**config.mk**
```make
export PLATFORM = sky130hd
export DESIGN_NAME = fetch_stage
export DESIGN_NICKNAME = d
export VERILOG_FILES = /design/src/rtl/fetch_stage.sv
export SDC_FILE = /design/constraint.sdc
export NUM_CORES = 1
export LEC_CHECK = 0
export ABC_CLOCK_PERIOD_IN_PS = 2600
export BUFFER_PORTS_ARGS = -buffer_cell sky130_fd_sc_hd__buf_2
export CAP_MARGIN = 20
export CORE_ASPECT_RATIO = 1.25
export CORE_MARGIN = 10
export CORE_UTILIZATION = 35
export CTS_CLUSTER_SIZE = 20
export DETAILED_ROUTE_END_ITERATION = 16
export PLACE_DENSITY = 0.62
export SETUP_SLACK_MARGIN = 0.05
export SYNTH_ARGS = -nofsm -noshare
export SYNTH_HDL_FRONTEND = slang
export SYNTH_SLANG_ARGS = --single-unit
export TNS_END_PERCENT = 100
```
**constraint.sdc**
```tcl
create_clock -name clk -period 2.6 [get_ports clk]
set_input_delay 0.65 -clock clk [delete_from_list [all_inputs] [get_ports clk]]
set_output_delay 0.65 -clock clk [all_outputs]
set_load 0.01 [all_outputs]
```
**src/rtl/fetch_stage.sv**
```systemverilog
// Instruction fetch stage: PC sequencing, memory request handshake, one-word hold buffer and IF/ID register.
// Optional performance counters are built only when FETCH_PERF_CNT_EN is defined.
//
//   state | meaning
//   BOOT  | first cycle after reset, no request, memory response ignored
//   FETCH | request outstanding at PCF, waiting for ImemValid
//   HOLD  | word captured under stall, waiting for release, no request
module fetch_stage #(
    parameter logic [31:0] RESET_PC  = 32'h0000_0000,
    parameter logic [31:0] NOP_INSTR = 32'h0000_0013
) (
    input  logic        clk,
    input  logic        reset_n,
    input  logic        StallF,
    input  logic        StallD,
    input  logic        FlushD,
    input  logic        PCSrcE,
    input  logic [31:0] PCTargetE,
    output logic        ImemReq,
    output logic [31:0] ImemAddr,
    input  logic        ImemValid,
    input  logic [31:0] ImemRdata,
    output logic [31:0] InstrD,
    output logic [31:0] PCD,
    output logic [31:0] PCPlus4D,
    output logic        ValidD,
    output logic [31:0] InstrCount,
    output logic [31:0] StallCount
);

    typedef enum logic [1:0] {
        BOOT  = 2'd0,
        FETCH = 2'd1,
        HOLD  = 2'd2
    } state_t;

    state_t      state_q, state_d;
    logic [31:0] pc_q, pc_d;
    logic [31:0] hold_buf_q, hold_buf_d;
    logic [31:0] ifid_instr_q, ifid_instr_d;
    logic [31:0] ifid_pc_q, ifid_pc_d;
    logic [31:0] ifid_pc4_q, ifid_pc4_d;
    logic        ifid_valid_q, ifid_valid_d;

    logic        available;
    logic        accept;
    logic        capture;
    logic        stall_cycle;
    logic [31:0] word;
    logic [31:0] pc_plus4;
    logic [31:0] pc_redirect;

    always_ff @(posedge clk) begin
        if (!reset_n) begin
            state_q <= BOOT;
        end else begin
            state_q <= state_d;
        end
    end

    // Redirect outranks every other transition, including the boot cycle.
    always_comb begin
        state_d = state_q;
        if (PCSrcE) begin
            state_d = FETCH;
        end else begin
            case (state_q)
                BOOT:    state_d = FETCH;
                FETCH:   if (capture) state_d = HOLD;
                HOLD:    if (accept) state_d = FETCH;
                default: state_d = BOOT;
            endcase
        end
    end

    always_comb begin
        ImemReq     = (state_q == FETCH);
        available   = ((state_q == FETCH) && ImemValid) || (state_q == HOLD);
        accept      = available && !StallF && !StallD && !PCSrcE;
        capture     = (state_q == FETCH) && ImemValid && (StallF || StallD) && !PCSrcE;
        stall_cycle = ((state_q == FETCH) && !ImemValid) || (state_q == HOLD);
        word        = (state_q == HOLD) ? hold_buf_q : ImemRdata;
    end

    assign pc_plus4    = pc_q + 32'd4;
    assign pc_redirect = PCTargetE & ~32'h0000_0003;

    always_comb begin
        pc_d       = pc_q;
        hold_buf_d = hold_buf_q;
        if (PCSrcE) begin
            pc_d       = pc_redirect;
            hold_buf_d = '0;
        end else if (accept) begin
            pc_d = pc_plus4;
        end else if (capture) begin
            hold_buf_d = ImemRdata;
        end
    end

    always_comb begin
        ifid_instr_d = NOP_INSTR;
        ifid_pc_d    = '0;
        ifid_pc4_d   = '0;
        ifid_valid_d = 1'b0;
        if (FlushD) begin
            ifid_valid_d = 1'b0;
        end else if (StallD) begin
            ifid_instr_d = ifid_instr_q;
            ifid_pc_d    = ifid_pc_q;
            ifid_pc4_d   = ifid_pc4_q;
            ifid_valid_d = ifid_valid_q;
        end else if (accept) begin
            ifid_instr_d = word;
            ifid_pc_d    = pc_q;
            ifid_pc4_d   = pc_plus4;
            ifid_valid_d = 1'b1;
        end
    end

    always_ff @(posedge clk) begin
        if (!reset_n) begin
            pc_q         <= RESET_PC;
            hold_buf_q   <= '0;
            ifid_instr_q <= NOP_INSTR;
            ifid_pc_q    <= '0;
            ifid_pc4_q   <= '0;
            ifid_valid_q <= 1'b0;
        end else begin
            pc_q         <= pc_d;
            hold_buf_q   <= hold_buf_d;
            ifid_instr_q <= ifid_instr_d;
            ifid_pc_q    <= ifid_pc_d;
            ifid_pc4_q   <= ifid_pc4_d;
            ifid_valid_q <= ifid_valid_d;
        end
    end

    assign ImemAddr = pc_q;
    assign InstrD   = ifid_instr_q;
    assign PCD      = ifid_pc_q;
    assign PCPlus4D = ifid_pc4_q;
    assign ValidD   = ifid_valid_q;

`ifdef FETCH_PERF_CNT_EN
    logic [31:0] instr_cnt_q, instr_cnt_d;
    logic [31:0] stall_cnt_q, stall_cnt_d;

    always_comb begin
        instr_cnt_d = instr_cnt_q + {31'd0, accept};
        stall_cnt_d = stall_cnt_q + {31'd0, stall_cycle};
    end

    always_ff @(posedge clk) begin
        if (!reset_n) begin
            instr_cnt_q <= '0;
            stall_cnt_q <= '0;
        end else begin
            instr_cnt_q <= instr_cnt_d;
            stall_cnt_q <= stall_cnt_d;
        end
    end

    assign InstrCount = instr_cnt_q;
    assign StallCount = stall_cnt_q;
`else
    logic unused_stall_cycle;
    assign unused_stall_cycle = stall_cycle;
    assign InstrCount = '0;
    assign StallCount = '0;
`endif

endmodule

```
Yosys cells after proc, flatten, opt, wreduce, memory -nomap -nowiden. Cells that the tools add are included.

Register bits: 163. Input port bits: 71.

$add $sub $neg: 1. Equal/unequal tests: 6. Muxes and demuxes: 11. Bitwise logic cells: 2. Reduce and logical (&&, ||, !) cells: 18.

Operators with widths (number): 32-bit two-way mux (6); 32-bit by 3-bit adder with 32-bit output, second input constant (1); 1-bit logical AND (6); 2-bit case mux with 3 select lines (1); 2-bit AND reduction (3); 2-bit two-way mux (2); 2-bit OR reduction (2); 1-bit logical NOT (3); 3-bit by 2-bit inequality test with 1-bit output, second input constant (1); 3-bit inequality test, second input constant (1); 2-bit by 1-bit == test with 1-bit output, second input constant (1); 2-bit == test, second input constant (1); 2-bit logical NOT (1); 1-bit logical OR (2); 1-bit two-way mux (2); 2-bit by 1-bit inequality test with 1-bit output, second input constant (1); 2-bit inequality test, second input constant (1); 1-bit NOT (2); 2-bit nonzero test (1).

Logic depth before layout (Yosys ltp). Gate-level depths: netlist of the first run.

Word-level depth: 9. Gate-level depth with buffers: 8. Depth with buffers taken out: 6.

Least setup slack after synthesis of the first run. No wires, ideal clock.

Path type: input port to flip-flop. Start: in StallD. End: reg pc_q[25] (netlist: ImemAddr[25]). Library setup time: 86 ps. Data arrival time: 2076 ps. Data required time: 2514 ps. Setup slack: 438 ps. Stages on the path: 8. Path buffers: 3. Cells stage by stage: buf_2 -> or2_2 -> clkbuf_1 -> a21oi_1 -> clkbuf_1 -> nand3_1 -> xnor2_1 -> a211oi_1.

Cells in the longest elaborated chain, start to end: 4.

RTL lines: from (decl) (RTL line 15) `input logic StallD,`; 1-bit logical NOT (RTL line 79) `accept = available && !StallF && !StallD && !PCSrcE;`; 1-bit logical AND (2 in a row) (RTL line 79); 2-bit nonzero test (no line); to (signal assigned) (RTL line 130) `pc_q <= pc_d;`; to (decl) (RTL line 38) `logic [31:0] pc_q, pc_d;`.

No other way between the ends. A chain may end at the register's enable or synchronous reset.

Worst setup path after layout of the first run.
Start: reg pc_q[3] (netlist: ImemAddr[3]). End: reg ifid_pc4_q[26] (netlist: PCPlus4D[26]).

Cells in the longest elaborated chain, start to end: 2.

RTL lines: 32-bit by 3-bit adder with 32-bit output (RTL line 85) `assign pc_plus4 = pc_q + 32'd4;`; 32-bit two-way mux (RTL line 113) `end else if (accept) begin`; to (signal assigned) (RTL line 134) `ifid_pc4_q <= ifid_pc4_d;`; to (decl) (RTL line 42) `logic [31:0] ifid_pc4_q, ifid_pc4_d;`.

No other way between the ends.

==> run summary, run 1 <==
Layout fillers -> 2125
combinational power share -> 8.2%
vias in the first global route -> 6416
I/O Pins -> 265
TritonCTS clock tree -> built
Async S/R FF share, synth -> 0%
hold-fix buffers at CTS -> 0
final hold slack -> 0.450 ns
P_int -> 4280 uW
post-synth top area share -> 43.7%
register area -> 0.00314 mm^2
post-route ant nets -> 0
sw frac -> 25.0%
# H-tree levels -> 4
post-CTS sizing -> 0
CTS root buf -> clkbuf_16
Detailed Routing Iterations Pass 1 -> 5
Final Hold Viols -> 0
crit path time final -> 2.24 ns
HP Class -> flop to flop
leakage power -> 0.00376 uW
largest net degree at the start of global routing -> 56
Critical Path Start -> ImemAddr[3]
NumNets Final -> 1165
Post-CTS Setup Inserts -> 0
Die Width -> 148 um
CTS Buffer Depth -> 2
DR vias -> 6616
Port Buffer Count -> 192
initial DRC count -> 332
NetSw -> 1420 uW
Max VDD drop -> 0.411 mV
Initial Util -> 35.7%
die area -> 0.0267 mm^2
Clock Sinks -> 157
die span in y -> 180 um
RD Place Congestion -> 0.783
Worst-Margin Slew -> 0.755 ns
cts bufs inserted -> 17
Yosys warnings -> 0
ant diodes -> 0
largest cells by area after synthesis -> dfxtp_1 44%, nand2_1 9.1%, a21oi_1 8.2%, buf_4 7.3%, nor2_1 4.7%
Req. time, crit path -> 2.91 ns
post-synthesis sequential area ratio -> 43.7%
Setup violations, final -> 0
GR Util All Layers -> 16.8%
worst r2r src -> ImemAddr[3]
Worst Setup End Kind -> flop
Final Skew -> 0.00996 ns
Cell variety after synth -> 46
# rows -> 58
initial antenna violation count -> 4
Max Freq -> 446 MHz
drt total wl -> 23.4 mm
first-pass GRT wire length -> 36.3 mm
startpoint class of the critical path -> flop
Max Transition Viols Final -> 0
Overflow after GRT -> 0
vias per cell -> 4.81
worst stage delay on the critical path -> 0.69 ns
RSZ-0062 raised after global routing -> false
Max FO, Critical Path -> 7
Mapped Avg Cell Area -> 7.81 um^2
register bit total from synthesis -> 157
outcome -> complete, no violations
Crit-path slowest cell -> or4_1
most common flop cell mapped by yosys -> dfxtp_1
Clk Latency, worst-skew pair -> 0.43 ns
most common cell in the netlist -> nand2_1
final core occ -> 44.0%
kind of critical path -> flop to flop
Gate Count Post-Synth -> 922
Critical Path AT -> 2.55 ns
Post-route DRC -> 0
fin crit share -> 86.3%
share of cells above drive strength 1 -> 24.1%
area leader, netlist -> dfxtp_1
sequential share of power -> 44.1%
area delta synth->final -> 23.4%
Post-synth EDFFs -> 0
Synth Cell Area -> 0.00720 mm^2
commonest cells in the netlist -> 175 x nand2_1, 157 x dfxtp_1, 118 x a21oi_1
Power Density -> 642 mW/mm^2
hpwl dp -> 16.6 mm
Slew headroom -> 49.3%
post-DR wirelength/cell -> 17.0 um
Multi-input gate area -> 0.00352 mm^2
hold path start -> PCPlus4D[17]
setup TNS -> 0 ns
crit-path cells -> ha_1 > nand3_2 > or4_1 > nor3_1 > xnor2_1 > o21ai_0
clock slew at reported path FFs -> 0.06 ns
maxcap violations -> 0
Clk pwr share -> 47.7%
core footprint -> 0.0202 mm^2
[metrics by stage]
stage	area [um^2]	total power [uW]	worst slack [ns]	instances
floorplan	7460	2910	0.438	991
global placement	8240	3030	0.381	1344
detailed placement	8240	3030	0.354	1344
CTS	8880	5770	0.333	1376
global route	8880	5930	0.196	1376
finish	8880	5700	0.357	1376
[cell usage in the layout (no fill, tap or decap), drive strengths merged, types with 2 or more instances in the layout]
cell	synthesis	layout
buf	77	222
nand2	175	175
dfxtp	157	157
a21oi	118	118
nor2	90	90
conb	1	70
o21ai	51	51
a22oi	37	37
xor2	29	29
nand3	22	22
clkbuf	62	20
xnor2	17	17
nand4	16	16
inv	8	10
nor3	9	9
and3	6	6
clkinv	0	6
and2	5	5
or4	5	5
a31oi	4	4
bufinv	0	4
nand2b	4	4
o31ai	3	3
nor4	3	3
a211oi	3	3
or2	2	2
nand3b	2	2
mux2i	2	2
a21o	2	2
[power by group through the flow]
stage                     Sequential, uW  Combinational [uW]  Clock, uW
after floorplan                     2560                 343          0
after global placement              2570                 460          0
after detailed placement            2570                 464          0
after CTS                           2520                 466       2780
after global routing                2520                 520       2880
final                               2520                 465       2720
[layout make-up]
| type | instances | area share [%] |
|---|---|---|
| Clock inverter | 12 | 2.06 |
| Tap cell | 270 | 3.80 |
| Inverter | 8 | 0.338 |
| Sequential cell | 157 | 35.4 |
| Multi-Input combinational cell | 687 | 39.6 |
| Clock buffer | 20 | 5.14 |
| Timing Repair Buffer | 222 | 13.6 |
[worst max-delay path, delay by kind of cell (launching register included)]
family                     cells  cell delay [ns]
AOI/OAI and AO/OA              1             0.09
xor gates and xnor gates       1             0.18
adders and majority gates      1             0.24
DFF                            1             0.41
and+or+nand+nor                3             1.20
[flip-flops by register name, indices dropped and copies added (netlist names)]
name / flops
ValidD: 1
hold_buf_q: 32
InstrD: 32
ImemAddr: 30
PCD: 30
state_q: 2
PCPlus4D: 30
[cells by family after synthesis]
group,synth area share (%)
flip-flops,43.7
XOR/XNOR,5.60
AO/OA/AOI/OAI,17.7
multiplexers,0.278
other,0.0521
AND/OR/NAND/NOR,21.1
buffers and inverters,11.5
adder cells (fa/ha/maj),0.174
[routing by layer]
layer  vias up  global-route usage, %  wire (um)
li1       3306                      -          -
met3        30                   6.43       1970
met5         -                      0         47
met1      3043                   19.4       9630
met2       229                   27.9      11400
met4         8                   5.48        331
[final timing paths]
check             slack [ns]  depth (start not counted)            to
setup / recovery        0.36                          6  PCPlus4D[26]
hold reg to reg         0.45                          2  PCPlus4D[17]
hold / removal          0.45                          2  PCPlus4D[17]
setup reg to reg        0.36                          6  PCPlus4D[26]
No activity file was read; power rests on OpenSTA's default activity.
==> run 2: changes to the inputs <==
CORE_UTILIZATION = 50   (was 35)
PLACE_DENSITY = 0.83   (was 0.62)
==> run summary, run 2 (synthesis gave the netlist of run 1 again) <==
outcome -> complete, no violations
Initial Util -> 51.4%
first-pass GRT wire length -> 34.1 mm
post-route ant nets -> 0
Worst path depth -> 6
Clk Latency, worst-skew pair -> 0.42 ns
CTS root buf -> clkbuf_16
# rows -> 48
Power Density -> 620 mW/mm^2
Overflow after GRT -> 0
setup TNS -> 0 ns
HP Class -> flop to flop
core footprint -> 0.0140 mm^2
sequential share of power -> 47.1%
area delta synth->final -> 19.9%
CTS Buffer Depth -> 2
combinational power share -> 8.3%
Worst Setup End Kind -> flop
NetSw -> 1340 uW
Final Skew -> 0.00971 ns
Critical Path AT -> 2.58 ns
TritonCTS clock tree -> built
kind of critical path -> flop to flop
vias in the first global route -> 6543
post-DR wirelength/cell -> 16.7 um
CP bufs+invs -> 0
post-CTS sizing -> 0
RSZ-0062 raised after global routing -> false
Req. time, crit path -> 2.87 ns
maxcap violations -> 0
register area -> 0.00314 mm^2
Worst R2R Path Depth -> 6
GR Util All Layers -> 21.1%
Max Transition Viols Final -> 0
# H-tree levels -> 4
worst stage delay on the critical path -> 0.68 ns
delay-heaviest family, CP -> simple AND/OR/NAND/NOR gates
sw frac -> 24.9%
crit path time final -> 2.31 ns
share of cells above drive strength 1 -> 23.5%
die span in y -> 154 um
leakage power -> 0.00369 uW
vias per cell -> 5.25
Port Buffer Count -> 192
startpoint class of the critical path -> flop
Slew headroom -> 52.9%
Clk pwr share -> 44.6%
fin crit share -> 88.8%
largest net degree at the start of global routing -> 61
hold path depth -> 2
initial antenna violation count -> 1
I/O Pins -> 265
most frequent cells in the layout -> 192 x buf_2, 175 x nand2_1, 157 x dfxtp_1
Clock Sinks -> 157
Layout fillers -> 1238
hpwl dp -> 15.3 mm
Post-route DRC -> 0
hold-fix buffers at CTS -> 0
clock slew at reported path FFs -> 0.06 ns
DR vias -> 6699
crit-path cells -> ha_1 > nand3_2 > or4_1 > nor3_1 > xnor2_1 > o21ai_0
Detailed Routing Iterations Pass 1 -> 6
NumNets Final -> 1159
leading cell type in the layout, fill and taps excluded -> buf_2
die area -> 0.0196 mm^2
Crit-path slowest cell -> or4_1
initial DRC count -> 493
drt total wl -> 21.3 mm
cts bufs inserted -> 17
Post-CTS Setup Inserts -> 0
P_int -> 4020 uW
RD Place Congestion -> 0.809
Max VDD drop -> 0.452 mV
Final Hold Viols -> 0
Max FO, Critical Path -> 7
Setup violations, final -> 0
Max Freq -> 433 MHz
Die Width -> 127 um
Worst-Margin Slew -> 0.701 ns
Multi-input gate area -> 0.00351 mm^2
overall power -> 5350 uW
==> run 2: path summary, 6_finish.rpt <==
kind / start / to / slack, ns
setup reg to reg: ImemAddr[2] / PCPlus4D[28] / 0.29
setup / recovery: ImemAddr[2] / PCPlus4D[28] / 0.29
hold / removal: PCPlus4D[22] / PCPlus4D[22] / 0.45
hold reg to reg: PCPlus4D[22] / PCPlus4D[22] / 0.45
==> run 2: power groups by stage <==
stage | combinational [uW] | sequential, uW | clock (uW)
floorplan | 343 | 2560 | 0
global placement | 429 | 2570 | 0
detailed placement | 436 | 2570 | 0
CTS | 438 | 2520 | 2430
global route | 494 | 2530 | 2540
finish | 443 | 2520 | 2390
==> run 2: worst min-delay path, cell delays in order (launching register included) <==
cell and delay (ns):
dfxtp_1 0.32, nand2_1 0.04, o21ai_0 0.05
==> run 2: final cells by class <==
type	instances	share of cell area (%)
diodes	1	0.0290
clock buffers	22	5.61
clock inverters	10	1.01
inverters	8	0.348
multi-input cells	687	40.7
flip-flops and latches	157	36.4
well taps	175	2.54
repair buffers	216	13.4
==> run 2: per-stage QoR <==
| stage | worst slack (ns) | util (%) | area [um^2] | hold WS (ns) | std cells |
|---|---|---|---|---|---|
| floorplan | 0.438 | - | 7460 | 0.437 | 991 |
| global placement | 0.370 | 57.6 | 8060 | 0.431 | 1243 |
| detailed placement | 0.305 | 57.6 | 8060 | 0.439 | 1243 |
| CTS | 0.276 | 61.7 | 8630 | 0.453 | 1275 |
| global route | 0.0855 | 61.7 | 8630 | 0.463 | 1275 |
| finish | 0.291 | 61.7 | 8630 | 0.450 | 1276 |
==> run 2: layer usage <==
layer	part of all wire, %	wire length, um	vias up	GRT usage (%)
li1	-	-	3301	-
met1	39	8220	3106	22.9
met2	50	10600	267	36.4
met3	10	2210	23	9.08
met4	1.1	235	2	5.59
met5	0.061	13	-	0
==> run 3: changes to the inputs <==
BUFFER_PORTS_ARGS = default   (was -buffer_cell sky130_fd_sc_hd__buf_2)
CORE_UTILIZATION = 60   (was 50)
DONT_BUFFER_PORTS = 1   (was default)
PLACE_DENSITY = 0.78   (was 0.83)
==> run summary, run 3 (synthesis gave the netlist of run 1 again) <==
outcome -> complete, no violations
Max Transition Viols Final -> 0
TritonCTS clock tree -> built
HP Class -> input pin to flop
post-DR wirelength/cell -> 18.9 um
Clk Latency, worst-skew pair -> 0.42 ns
vias per cell -> 5.66
GR Util All Layers -> 22.7%
Max Freq -> 441 MHz
first-pass GRT wire length -> 31.5 mm
DR vias -> 6115
most used routing layer -> met2
Crit-path slowest cell -> or4_1
NumNets Final -> 979
most frequent cells in the layout -> 175 x nand2_1, 157 x dfxtp_1, 118 x a21oi_1
placed cells -> 1049
fin worst setup slack -> 0.331 ns
Max FO, Critical Path -> 6
drt total wl -> 20.4 mm
RSZ-0062 raised after global routing -> false
CTS Buffer Depth -> 2
ant diodes -> 0
Layout Cell Area excl Fill -> 0.00776 mm^2
kind of critical path -> flop to flop
vias in the first global route -> 5754
largest net degree at the start of global routing -> 74
post-route ant nets -> 0
Post-CTS Setup Inserts -> 0
initial antenna violation count -> 0
hold-fix buffers at CTS -> 0
M2 GR Usage -> 39.7%
fin crit share -> 87.3%
final core occ -> 66.5%
Worst Setup End Kind -> flop
non-filler cells, final -> 1081
Worst-Margin Slew -> 0.735 ns
cts bufs inserted -> 17
crit-path cells -> ha_1 > nand3_2 > or4_1 > nor3_1 > xnor2_1 > o21ai_0
setup TNS -> 0 ns
Post-route DRC -> 0
Overflow after GRT -> 0
Placed Instance Area -> 0.00716 mm^2
Power Density -> 690 mW/mm^2
met3 usage -> 10.1%
Die Width -> 118 um
Layout fillers -> 1056
die span in y -> 142 um
clock slew at reported path FFs -> 0.06 ns
leakage power -> 0.00282 uW
die area -> 0.0168 mm^2
Port Buffer Count -> 0
Max VDD drop -> 0.372 mV
hpwl dp -> 14.2 mm
core footprint -> 0.0117 mm^2
Clock Sinks -> 157
post-CTS sizing -> 0
Initial Util -> 61.7%
share of cells above drive strength 1 -> 8.59%
area delta synth->final -> 7.82%
leading cell type in the layout, fill and taps excluded -> nand2_1
Setup violations, final -> 0
Detailed Routing Iterations Pass 1 -> 5
Final Skew -> 0.0106 ns
Slew headroom -> 50.6%
met1 usage -> 23.9%
RD Place Congestion -> 0.814
crit path time final -> 2.27 ns
Req. time, crit path -> 2.87 ns
CTS root buf -> clkbuf_16
initial DRC count -> 458
Critical Path AT -> 2.54 ns
# H-tree levels -> 4
I/O Pins -> 265
startpoint class of the critical path -> flop
maxcap violations -> 0
pre-CTS setup slack -> 0.411 ns
# rows -> 44
Final Hold Viols -> 0
worst stage delay on the critical path -> 0.65 ns
run 3: metal layers:
layer  share of wire [%]  up-vias
met5                   0        -
met4                 1.6        0
met3                  11       30
met2                  52      275
met1                  36     2873
li1                    -     2937
run 3: worst max-delay path, delay by kind of cell (launching register included):
kind,cells,cell delay (ns)
fa+ha+maj,1,0.28
xor+xnor,1,0.16
flops,1,0.49
compound gates,1,0.09
simple gates,3,1.11
run 3: metrics by stage:
step                      hold WS [ns]  power [uW]
after CTS                        0.354        5370
after detailed placement         0.447        2900
after global placement           0.442        2900
after floorplan                  0.437        2910
final                            0.361        5350
after global routing             0.352        5530
run 3: cell type report:
class / instances / area [um^2] / share of cell area, %
well taps: 161 / 201 / 2.60
flip-flops and latches: 157 / 3140 / 40.5
multi-input cells: 687 / 3510 / 45.2
clock inverters: 14 / 159 / 2.05
repair buffers: 36 / 283 / 3.64
inverters: 8 / 30.0 / 0.387
clock buffers: 18 / 439 / 5.66
run 3: worst paths after layout:
| path | from | to | slack (ns) | cells after the start |
|---|---|---|---|---|
| worst max-delay path | ImemAddr[3] | PCPlus4D[26] | 0.33 | 6 |
| worst max register to register | ImemAddr[3] | PCPlus4D[26] | 0.33 | 6 |
| worst min register to register | hold_buf_q[4] | hold_buf_q[4] | 0.45 | 2 |
| worst min-delay path | ImemRdata[1] | hold_buf_q[1] | 0.36 | 2 |
run 3: report_power, final:
part / internal [uW] / switching (uW) / leakage (uW)
Clock: 1460 / 1040 / 0.000281
Sequential: 2450 / 73.2 / 0.00127
Combinational: 106 / 232 / 0.00127
Total: 4010 / 1340 / 0.00282
